File: src/rtl/w3_update_module_if.sv
// Bus bundle between the training controller and the layer-3 weight update block.
// Latency: none, wires only; w3_rd is combinational from the weight bank.
// Backpressure: none; the producer must hold off accumulation while busy is high.
// Optional W3_SAT_FLAG_EN adds the sticky sat_flag signal.
interface w3_update_module_if #(
    parameter int IW = 2
);
    logic [3:0]    step;
    logic [3:0]    controller;
    logic [IW-1:0] sel;
    logic [15:0]   deltaw3;
    logic          init_en;
    logic [15:0]   init_w;
    logic [IW-1:0] rd_sel;
    logic [15:0]   w3_rd;
    logic          busy;
    logic          done;
`ifdef W3_SAT_FLAG_EN
    logic          sat_flag;

    modport master (
        output step, controller, sel, deltaw3, init_en, init_w, rd_sel,
        input  w3_rd, busy, done, sat_flag
    );
    modport slave (
        input  step, controller, sel, deltaw3, init_en, init_w, rd_sel,
        output w3_rd, busy, done, sat_flag
    );
`else
    modport master (
        output step, controller, sel, deltaw3, init_en, init_w, rd_sel,
        input  w3_rd, busy, done
    );
    modport slave (
        input  step, controller, sel, deltaw3, init_en, init_w, rd_sel,
        output w3_rd, busy, done
    );
`endif
endinterface

File: src/rtl/w3_update_module.sv
// Mini-batch accumulator and saturating averaged update of NW layer-3 Q6.10 weights.
// Latency: accumulate/init 1 cycle; batch apply NW cycles after the final end-of-sample, done 1 cycle pulse.
// Backpressure: none; inputs are dropped while busy (APPLY). Optional W3_SAT_FLAG_EN adds sticky sat_flag.
module w3_update_module #(
    parameter int NW    = 4,
    parameter int BATCH = 4
) (
    input  logic         clk,
    input  logic         rst,
    w3_update_module_if.slave bus
);
    localparam int IW = (NW > 1) ? $clog2(NW) : 1;
    localparam int SH = $clog2(BATCH);
    localparam int CW = (SH > 0) ? SH : 1;

    localparam logic [3:0] CTRL_ACC = 4'd10;
    localparam logic [3:0] CTRL_EOS = 4'd11;

    typedef enum logic {ST_IDLE = 1'b0, ST_APPLY = 1'b1} state_t;

    state_t               state_q, state_d;
    logic signed [15:0]   w_q   [NW];
    logic signed [15:0]   w_d   [NW];
    logic signed [19:0]   acc_q [NW];
    logic signed [19:0]   acc_d [NW];
    logic [CW-1:0]        cnt_q, cnt_d;
    logic [IW-1:0]        ai_q, ai_d;
    logic                 done_q, done_d;

    logic signed [19:0]   acc_sh;
    logic signed [20:0]   diff;
    logic signed [15:0]   w_new;
    logic                 clip;

`ifdef W3_SAT_FLAG_EN
    logic                 sat_q, sat_d;
`endif

    // Averaged, saturated new value for the weight currently being applied
    always_comb begin
        acc_sh = acc_q[ai_q] >>> SH;
        diff   = {{5{w_q[ai_q][15]}}, w_q[ai_q]} - {acc_sh[19], acc_sh};
        w_new  = diff[15:0];
        clip   = 1'b0;
        if (diff > 21'sd32767) begin
            w_new = 16'sh7FFF;
            clip  = 1'b1;
        end else if (diff < -21'sd32768) begin
            w_new = -16'sh8000;
            clip  = 1'b1;
        end
    end

    // Next-state: init / accumulate / sample count in IDLE, one weight per cycle in APPLY
    always_comb begin
        state_d = state_q;
        w_d     = w_q;
        acc_d   = acc_q;
        cnt_d   = cnt_q;
        ai_d    = ai_q;
        done_d  = 1'b0;
`ifdef W3_SAT_FLAG_EN
        sat_d   = sat_q;
`endif
        case (state_q)
            ST_IDLE: begin
                if (bus.init_en) begin
                    if (int'(bus.sel) < NW) begin
                        w_d[bus.sel]   = bus.init_w;
                        acc_d[bus.sel] = '0;
                    end
`ifdef W3_SAT_FLAG_EN
                    sat_d = 1'b0;
`endif
                end else if (bus.step != 4'd0) begin
                    if (bus.controller == CTRL_ACC) begin
                        if (int'(bus.sel) < NW) begin
                            acc_d[bus.sel] = acc_q[bus.sel]
                                           + {{4{bus.deltaw3[15]}}, bus.deltaw3};
                        end
                    end else if (bus.controller == CTRL_EOS) begin
                        if (cnt_q == CW'(BATCH - 1)) begin
                            cnt_d   = '0;
                            ai_d    = '0;
                            state_d = ST_APPLY;
                        end else begin
                            cnt_d = cnt_q + CW'(1);
                        end
                    end
                end
            end
            ST_APPLY: begin
                w_d[ai_q]   = w_new;
                acc_d[ai_q] = '0;
`ifdef W3_SAT_FLAG_EN
                if (clip) sat_d = 1'b1;
`endif
                if (ai_q == IW'(NW - 1)) begin
                    ai_d    = '0;
                    state_d = ST_IDLE;
                    done_d  = 1'b1;
                end else begin
                    ai_d = ai_q + IW'(1);
                end
            end
            default: state_d = ST_IDLE;
        endcase
    end

    // State registers with asynchronous reset to an empty, idle bank
    always_ff @(posedge clk or posedge rst) begin
        if (rst) begin
            state_q <= ST_IDLE;
            w_q     <= '{default: '0};
            acc_q   <= '{default: '0};
            cnt_q   <= '0;
            ai_q    <= '0;
            done_q  <= 1'b0;
`ifdef W3_SAT_FLAG_EN
            sat_q   <= 1'b0;
`endif
        end else begin
            state_q <= state_d;
            w_q     <= w_d;
            acc_q   <= acc_d;
            cnt_q   <= cnt_d;
            ai_q    <= ai_d;
            done_q  <= done_d;
`ifdef W3_SAT_FLAG_EN
            sat_q   <= sat_d;
`endif
        end
    end

    assign bus.w3_rd = w_q[bus.rd_sel];
    assign bus.busy  = (state_q == ST_APPLY);
    assign bus.done  = done_q;
`ifdef W3_SAT_FLAG_EN
    assign bus.sat_flag = sat_q;
`endif

endmodule

File: src/flat_wrapper.sv
// flat-port wrapper written by rule: the top's interface ports become plain ports
module w3_update_module_flat 
#(
    parameter int NW    = 4,
    parameter int BATCH = 4
)
  (clk, rst, bus_step, bus_controller, bus_sel, bus_deltaw3, bus_init_en, bus_init_w, bus_rd_sel, bus_w3_rd, bus_busy, bus_done);
  w3_update_module_if #(.IW(2)) bus_i ();
  input  logic clk;
  input  logic rst;
  input wire logic [$bits(bus_i.step)-1:0] bus_step;
  input wire logic [$bits(bus_i.controller)-1:0] bus_controller;
  input wire logic [$bits(bus_i.sel)-1:0] bus_sel;
  input wire logic [$bits(bus_i.deltaw3)-1:0] bus_deltaw3;
  input wire logic [$bits(bus_i.init_en)-1:0] bus_init_en;
  input wire logic [$bits(bus_i.init_w)-1:0] bus_init_w;
  input wire logic [$bits(bus_i.rd_sel)-1:0] bus_rd_sel;
  output wire logic [$bits(bus_i.w3_rd)-1:0] bus_w3_rd;
  output wire logic [$bits(bus_i.busy)-1:0] bus_busy;
  output wire logic [$bits(bus_i.done)-1:0] bus_done;
  assign bus_i.step = bus_step;
  assign bus_i.controller = bus_controller;
  assign bus_i.sel = bus_sel;
  assign bus_i.deltaw3 = bus_deltaw3;
  assign bus_i.init_en = bus_init_en;
  assign bus_i.init_w = bus_init_w;
  assign bus_i.rd_sel = bus_rd_sel;
  assign bus_w3_rd = bus_i.w3_rd;
  assign bus_busy = bus_i.busy;
  assign bus_done = bus_i.done;
  w3_update_module #(.NW(NW), .BATCH(BATCH)) u_core (.clk(clk), .rst(rst), .bus(bus_i));
endmodule
File: config.mk
export PLATFORM = sky130hd
export DESIGN_NAME = w3_update_module_flat
export DESIGN_NICKNAME = d
export VERILOG_FILES = /design/src/rtl/w3_update_module_if.sv /design/src/rtl/w3_update_module.sv /design/src/flat_wrapper.sv
export SDC_FILE = /design/constraint.sdc
export NUM_CORES = 1
export LEC_CHECK = 0
export BUFFER_PORTS_ARGS = -buffer_cell sky130_fd_sc_hd__buf_2
export CAP_MARGIN = 0
export CORE_ASPECT_RATIO = 0.7
export CORE_MARGIN = 4
export CORE_UTILIZATION = 25
export DETAILED_ROUTE_END_ITERATION = 10
export SYNTH_ARGS = -nofsm -noshare
export SYNTH_HDL_FRONTEND = slang
export SYNTH_SLANG_ARGS = --single-unit
File: constraint.sdc
create_clock -name clk -period 9.8 [get_ports clk]
set_clock_uncertainty 0.15 [all_clocks]
set_input_delay 0.98 -clock clk [delete_from_list [all_inputs] [get_ports clk]]
set_output_delay 0.98 -clock clk [all_outputs]
set_load 0.01 [all_outputs]
==> run metrics, run 1 <==
status finished, final reports clean; P_leak 4.66 nW; Yosys warning count 0; DRT Wirelength 29900 um; cts repair resizes 0; Tightest Hold Check Type reg -> reg; H-tree depth 4; largest net degree at the start of global routing 77; CP Capture Type register; Core Area 37400 um^2; #FFs+latches synth 150; Mapped Area 9550 um^2; Mean Syn Cell Area 11.0 um^2; site row count 59; gp weighted congestion 0.891; critical path startpoint u_core.ai_q[1]; Tot Pwr 3.47 mW; final net count 1011; Clock power frac 0.201; die span in x 242 um; Die Ht 172 um; post-route cell area 11000 um^2; sequential group share of total power 0.247; Critical Path Source Type register; Yosys cell types 53; area of placed instances 10400 um^2; CTS sink cnt 150; CTS tree yes; fmax 196 MHz; WP depth 14; share of the synthesized area in the top cell type 0.393; Pint 1.95 mW; # setup viols final 0; I/O Buffers 64; vias in the first global route 7767; Synth async-reset ratio 1.00; TritonCTS Buffers 17; relative slew slack 0.248; Reg-to-Reg Start u_core.ai_q[1]; critical-path maximum fanout 30; total grt overflow 0; max-cap check violation count 0; Pre-antenna DRT Iters 7; routed length per instance 21.1 um; Starting Density 0.255; Power Dens Cells 314 nW/um^2; post-route ant nets 0; initial antenna violation count 1; Post-CTS Setup Bufs 0; cts hold-fix bufs 0; Net Sw Power 1.52 mW; first-pass GRT wire length 46800 um; Crit path largest cell delay 600 ps; final setup margin 4700 ps; Comb pwr share 0.552; Critical Path AT 5290 ps; CP Class reg -> reg; Worst-path clk slew 60 ps; cell accounting for the most synthesized area dfrtp_1; post-synthesis sequential area ratio 0.393; layout cell share with drive strength beyond 1 0.224; fin. max-slew vios 0; DR vias 7725; Non-Filler Instances 1419; Finished Core Util 0.295; vias per cell 5.44; placed cells 1389; post-synth net total 961; Remaining DRCs 0; total track usage 0.145; worst skew pair latency 440 ps; FF-to-FF End u_core.w_q[43]; RSZ-0062 raised after global routing no; final worst-path cycle share 0.520; Worst R2R Path Depth 14; Syn Inst Count 870; pre-CTS setup slack 4740 ps; crit path buf inv count 2; synth top area cells dfrtp_1 39%, mux4_2 17%, a22o_1 5.8%; I/O pin count 65; area grow syn2layout 15.6%; CP endpoint u_core.w_q[43]; Critical Path Slowest Stage Cell o31a_1; worst slew pin tran 1130 ps; DP HPWL 20400 um; final hold vios 0; Die ar. 41400 um^2; CP cell instances buf_4 > mux4_2 > ha_1 > fa_1 > nand2b_1 > a21oi_1 > o41a_1 > o21a_1 > a21oi_1 > a31oi_1 > o31a_1 > buf_4 > nor2_1 > o221ai_1; critical path required time 9990 ps; R2R Setup Slk 4700 ps; Net Sw Frac 0.438; Max clock buf depth 2; initial DRC count 850; Hold WS 355 ps; Post-synth top flop dfrtp_1; CTS root buffer clkbuf_16; Final min period 5100 ps; setup tns final 0 ps; EDFF count, synth 0; kind of cell adding the most delay to the critical path compound AO/OA/AOI/OAI gates; VDD IR max 0.197 mV
-- state kept, by name, indices dropped and copies added, names as in the netlist --
signal and flops:
u_core.acc_q 80, u_core.w_q 64, u_core.ai_q 2, u_core.cnt_q 2, u_core.bus.busy 1, u_core.bus.done 1
-- cell usage in the layout (no fill, tap or decap), types with 3 or more instances in the layout --
cell type	netlist	final
o21ai_0	56	56
clkbuf_16	0	17
mux2_2	3	3
buf_4	2	17
buf_2	2	64
xor2_1	10	10
nor2b_1	22	22
bufinv_16	0	4
nor2_4	10	10
a22oi_1	56	56
nor3_1	9	8
nor2_1	34	32
nand2_1	53	53
o211ai_1	6	6
o21ai_1	43	43
nand2b_1	14	14
o31a_1	3	3
xnor2_1	20	20
o21a_1	5	5
mux4_2	70	70
a22o_1	63	63
and2_1	4	4
a31oi_1	6	6
nand3_2	3	3
inv_1	29	28
dfrtp_1	150	148
ha_1	42	42
a21oi_1	53	52
a21o_1	13	13
a21boi_1	0	3
nand3_1	12	12
clkinvlp_4	0	3
-- per-layer routing --
layer / routed length, um / global-route usage
met1: 13700 / 0.209
met2: 13100 / 0.219
met3: 2500 / 0.0340
met4: 639 / 0.0429
met5: 0 / 0
-- worst min-delay path by stage --
stage / startpoint / to / slack, ps / cells after the start
3_5_place_dp: u_core.acc_q[40] / u_core.acc_q[40] / 340 / 1
2_1_floorplan: u_core.acc_q[40] / u_core.acc_q[40] / 310 / 1
6_report: u_core.acc_q[40] / u_core.acc_q[40] / 360 / 1
5_1_grt: u_core.acc_q[40] / u_core.acc_q[40] / 360 / 1
4_1_cts: u_core.acc_q[17] / u_core.acc_q[17] / 350 / 2
3_3_place_gp: u_core.acc_q[17] / u_core.acc_q[17] / 330 / 2
-- final cells by class --
cell class              instances  area (um^2)
diodes                          1         2.50
clock buffers                  20          457
clock inverters                 9          153
fillers                      3826        26400
inverters                      29          114
multi-input cells             641         5500
flip-flops and latches        150         3760
well taps                     488          611
repair buffers                 81          448
-- Yosys cell counts, types with 3 or more instances --
cell type    n
a21boi_0     5
a21o_1      13
a21oi_1     53
a22o_1      63
a22oi_1     56
a31oi_1      6
and2_1       4
buf_1        6
clkbuf_1    38
dfrtp_1    150
ha_1        42
inv_1       29
mux2_2       3
mux4_2      70
nand2_1     53
nand2b_1    14
nand3_1     12
nand3_2      3
nor2_1      34
nor2_4      10
nor2b_1     22
nor3_1       9
o211ai_1     6
o21a_1       5
o21ai_0     56
o21ai_1     43
o31a_1       3
xnor2_1     20
xor2_1      10
-- power groups by stage --
stage	combinational (mW)	sequential, mW	clock (mW)
global placement	1.88	0.856	0
finish	1.92	0.856	0.698
detailed placement	1.88	0.859	0
CTS	1.90	0.850	0.703
global route	2.11	0.870	0.735
floorplan	1.49	0.818	0
-- cell families (layout without fill, tap and decap cells) --
family	after synthesis	in the layout	share of synthesized area
AO/OA/AOI/OAI	322	322	0.224
adder cells (fa/ha/maj)	44	44	0.0592
other	0	1	0
XOR/XNOR	30	30	0.0275
AND/OR/NAND/NOR	170	170	0.0929
multiplexers	75	75	0.171
buffers and inverters	79	139	0.0330
flip-flops	150	150	0.393
(Power assumes the default switching activity.)
==> run 2, diff against run 1 <==
ABC_AREA = 1   (was default)
clock period = 4.69 ns   (was 9.8 ns; I/O delays follow)
==> run 2 against run 1 <==
Net effect:
- via count up 53%
- largest cell class unchanged
- die area up 15%
- wire length up 42%
- design area up 14%
- final cell count up 58%
- critical path type unchanged
- global-route usage up 2.9 points
- clock-buffer cell count down 1
- highest routed layer is now met5
- synthesized area up 15%
- worst hold slack worse by 260 ps
- core utilization down 0.59 points
- register-to-register slack worse by 3900 ps
==> run metrics, run 2 <==
Synth Area in Adders 0.0513 (was 0.0592); Tot Pwr 9.77 mW (was 3.47 mW); Final min period 3930 ps (was 5100 ps); EDFF count, synth 0 (unchanged); vias in the first global route 11270 (was 7767); post-synth net total 1681 (was 961); final hold vios 0 (unchanged); initial antenna violation count 2 (was 1); Mean Syn Cell Area 6.93 um^2 (was 11.0 um^2); Reg-to-Reg Start u_core.ai_q[0] (was u_core.ai_q[1]); setup tns final 0 ps (unchanged); xor/xnor share of the synthesized area 0.0191 (was 0.0275); Post-synth top flop dfrtp_1 (unchanged); critical path required time 4860 ps (was 9990 ps); Max clock buf depth 2 (unchanged); Synth async-reset ratio 1.00 (unchanged); Yosys cell types 52 (was 53); post-route ant nets 0 (unchanged); relative slew slack 0.175 (was 0.248); first-pass GRT wire length 64700 um (was 46800 um); post-synthesis simple-gate area fraction 0.238 (was 0.0929); DP HPWL 29500 um (was 20400 um); site row count 64 (was 59); Pre-antenna DRT Iters 6 (was 7); Biggest register u_core.acc_q (unchanged); # setup viols final 0 (unchanged); #FFs+latches synth 150 (unchanged); final worst-path cycle share 0.838 (was 0.520); mux cell area share after synthesis 0 (was 0.171); Syn Inst Count 1590 (was 870); routed length per instance 19.0 um (was 21.1 um); R2R Setup Slk 760 ps (was 4700 ps); leading cell type in the layout, fill and taps excluded nand2_1 (was dfrtp_1); Mapped Area 11000 um^2 (was 9550 um^2); top flop regs u_core.acc_q (80), u_core.w_q (64) (unchanged); fin. max-slew vios 0 (unchanged); count leader, synth nand2_1 (was dfrtp_1); CTS tree yes (unchanged); kind of cell adding the most delay to the critical path buffers and inverters (was compound AO/OA/AOI/OAI gates); Die ar. 47600 um^2 (was 41400 um^2); Critical Path Source Type register (unchanged); Post-CTS Setup Bufs 0 (unchanged); initial DRC count 1572 (was 850); commonest non-fill, non-tap cells in the layout 330 x nand2_1, 202 x nor2_1, 174 x a21oi_1 (was 148 x dfrtp_1, 70 x mux4_2, 64 x buf_2); Synth top cells by count 330 x nand2_1, 202 x nor2_1, 174 x a21oi_1 (was 150 x dfrtp_1, 70 x mux4_2, 63 x a22o_1); Die Ht 184 um (was 172 um); total grt overflow 0 (unchanged); die span in x 259 um (was 242 um); I/O pin count 65 (unchanged); DR vias 11849 (was 7725); critical-path maximum fanout 17 (was 30); CTS sink cnt 150 (unchanged); cts hold-fix bufs 0 (unchanged); Layout fillers 4698 (was 3826); Yosys warning count 0 (unchanged); H-tree depth 4 (unchanged); fmax 255 MHz (was 196 MHz); Remaining DRCs 0 (unchanged); total track usage 0.174 (was 0.145); worst skew pair latency 450 ps (was 440 ps); status finished, final reports clean (unchanged); CP cell instances clkinv_1 > ha_1 > nand2_1 > clkinv_1 > buf_4 > a21oi_2 > inv_1 > nor2_1 > a21oi_2 (was buf_4 > mux4_2 > ha_1 > fa_1 > nand2b_1 > a21oi_1 > o41a_1 > o21a_1 > a21oi_1 > a31oi_1 > o31a_1 > buf_4 > nor2_1 > o221ai_1); cell accounting for the most synthesized area dfrtp_1 (unchanged); diodes inserted 0 (was 1); CP Class reg -> reg (unchanged); Critical Path Slowest Stage Cell a21oi_2 (was o31a_1); CTS root buffer clkbuf_16 (unchanged); Tightest Hold Check Type in -> async (was reg -> reg); RSZ-0062 raised after global routing no (unchanged); vias per cell 5.28 (was 5.44); gp weighted congestion 0.921 (was 0.891); Worst-path clk slew 80 ps (was 60 ps); Worst R2R Path Depth 9 (was 14); Synth Area in Compound Gates 0.272 (was 0.224); layout cell share with drive strength beyond 1 0.125 (was 0.224); share of the synthesized area in the top cell type 0.340 (was 0.393); CP Capture Type register (unchanged); register area 3750 um^2 (was 3760 um^2); TritonCTS Buffers 17 (unchanged); P_leak 5.57 nW (was 4.66 nW); cts repair resizes 0 (unchanged); Core Area 43600 um^2 (was 37400 um^2); FF-to-FF End u_core.w_q[17] (was u_core.w_q[43]); Critical Path AT 4100 ps (was 5290 ps); largest net degree at the start of global routing 97 (was 77); synth top area cells dfrtp_1 34%, nand2_1 11%, a21oi_1 7.9% (was dfrtp_1 39%, mux4_2 17%, a22o_1 5.8%); Power Dens Cells 775 nW/um^2 (was 314 nW/um^2); largest family of logic cells by synthesized area compound AO/OA/AOI/OAI gates (unchanged); max reg flops 80 (unchanged); multi-input logic area 6400 um^2 (was 5500 um^2); Starting Density 0.253 (was 0.255); VDD IR max 0.485 mV (was 0.197 mV); I/O Buffers 64 (unchanged); Crit path largest cell delay 920 ps (was 600 ps); max-cap check violation count 0 (unchanged); DRT Wirelength 42600 um (was 29900 um); final net count 1727 (was 1011); post-synthesis sequential area ratio 0.340 (was 0.393); worst slew pin tran 1240 ps (was 1130 ps); crit path buf inv count 4 (was 2); area grow syn2layout 14.4% (was 15.6%)
run 2: cell count changes in the layout (fill, tap and decap cells not counted), moves of 61 or more:
| cell | delta |
|---|---|
| o21ai_0 | +115 |
| nor2_1 | +170 |
| mux4_2 | -70 |
| inv_1 | +118 |
| nand2_1 | +277 |
| a21oi_1 | +122 |
| a22o_1 | -61 |
run 2: logic make-up (layout without fill, tap and decap cells):
| kind of cell | Yosys count | after routing |
|---|---|---|
| AND/OR/NAND/NOR | 636 | 636 |
| adder cells (fa/ha/maj) | 44 | 44 |
| XOR/XNOR | 24 | 24 |
| buffers and inverters | 222 | 281 |
| AO/OA/AOI/OAI | 514 | 514 |
| flip-flops | 150 | 150 |
run 2: worst reg2reg max path: stages (launching register included):
cell      delay, ps
dfrtp_2         390
clkinv_1        400
ha_1            410
nand2_1          70
clkinv_1         70
buf_4           230
a21oi_2         920
inv_1           780
nor2_1          350
a21oi_2          50
run 2: area by class of cell:
class                      count  share of cell area
sequential                   150               0.298
clock buffer                  19              0.0359
clock inverter                13              0.0106
timing repair buffer          89              0.0413
inverter                     160              0.0480
multi-input combinational   1218               0.508
tap                          594              0.0589
run 2: stage by stage:
stage / std cells / setup WS [ps] / hold slack (ps) / cell area (um^2) / utilization
after detailed placement: 2211 / 780 / 343 / 12000 / 0.276
final: 2243 / 761 / 97.3 / 12600 / 0.289
after CTS: 2243 / 919 / 133 / 12600 / 0.289
after global placement: 2211 / 765 / 317 / 12000 / 0.276
after global routing: 2243 / 534 / 167 / 12600 / 0.289
after floorplan: 1590 / 34.6 / 303 / 11000 / -
run 2: worst max path at each step:
stage | from | endpoint | slack, ps | cells after the start
after floorplan | rst | u_core.acc_q[0] | 30 | 1
after CTS | u_core.ai_q[0] | u_core.w_q[17] | 920 | 9
after global routing | u_core.ai_q[0] | u_core.w_q[43] | 530 | 19
after detailed placement | bus_sel[0] | u_core.acc_q[30] | 780 | 15
after global placement | bus_sel[0] | u_core.acc_q[10] | 770 | 15
final | u_core.ai_q[0] | u_core.w_q[17] | 760 | 9
run 2: metal layers:
metal | vias to the layer above | routed length, um | GRT usage | share of wire
met5 | - | 22 | 0 | 0.00052
met4 | 4 | 1340 | 0.0695 | 0.031
met3 | 101 | 3780 | 0.0362 | 0.089
met2 | 627 | 18400 | 0.263 | 0.43
met1 | 5637 | 19000 | 0.244 | 0.45
li1 | 5480 | - | - | -
run 2: power breakdown:
group          switching, mW  leakage (nW)  internal [mW]
Clock                  0.633         0.286          0.773
Sequential             0.329          1.92           1.68
Combinational           4.40          3.37           1.96
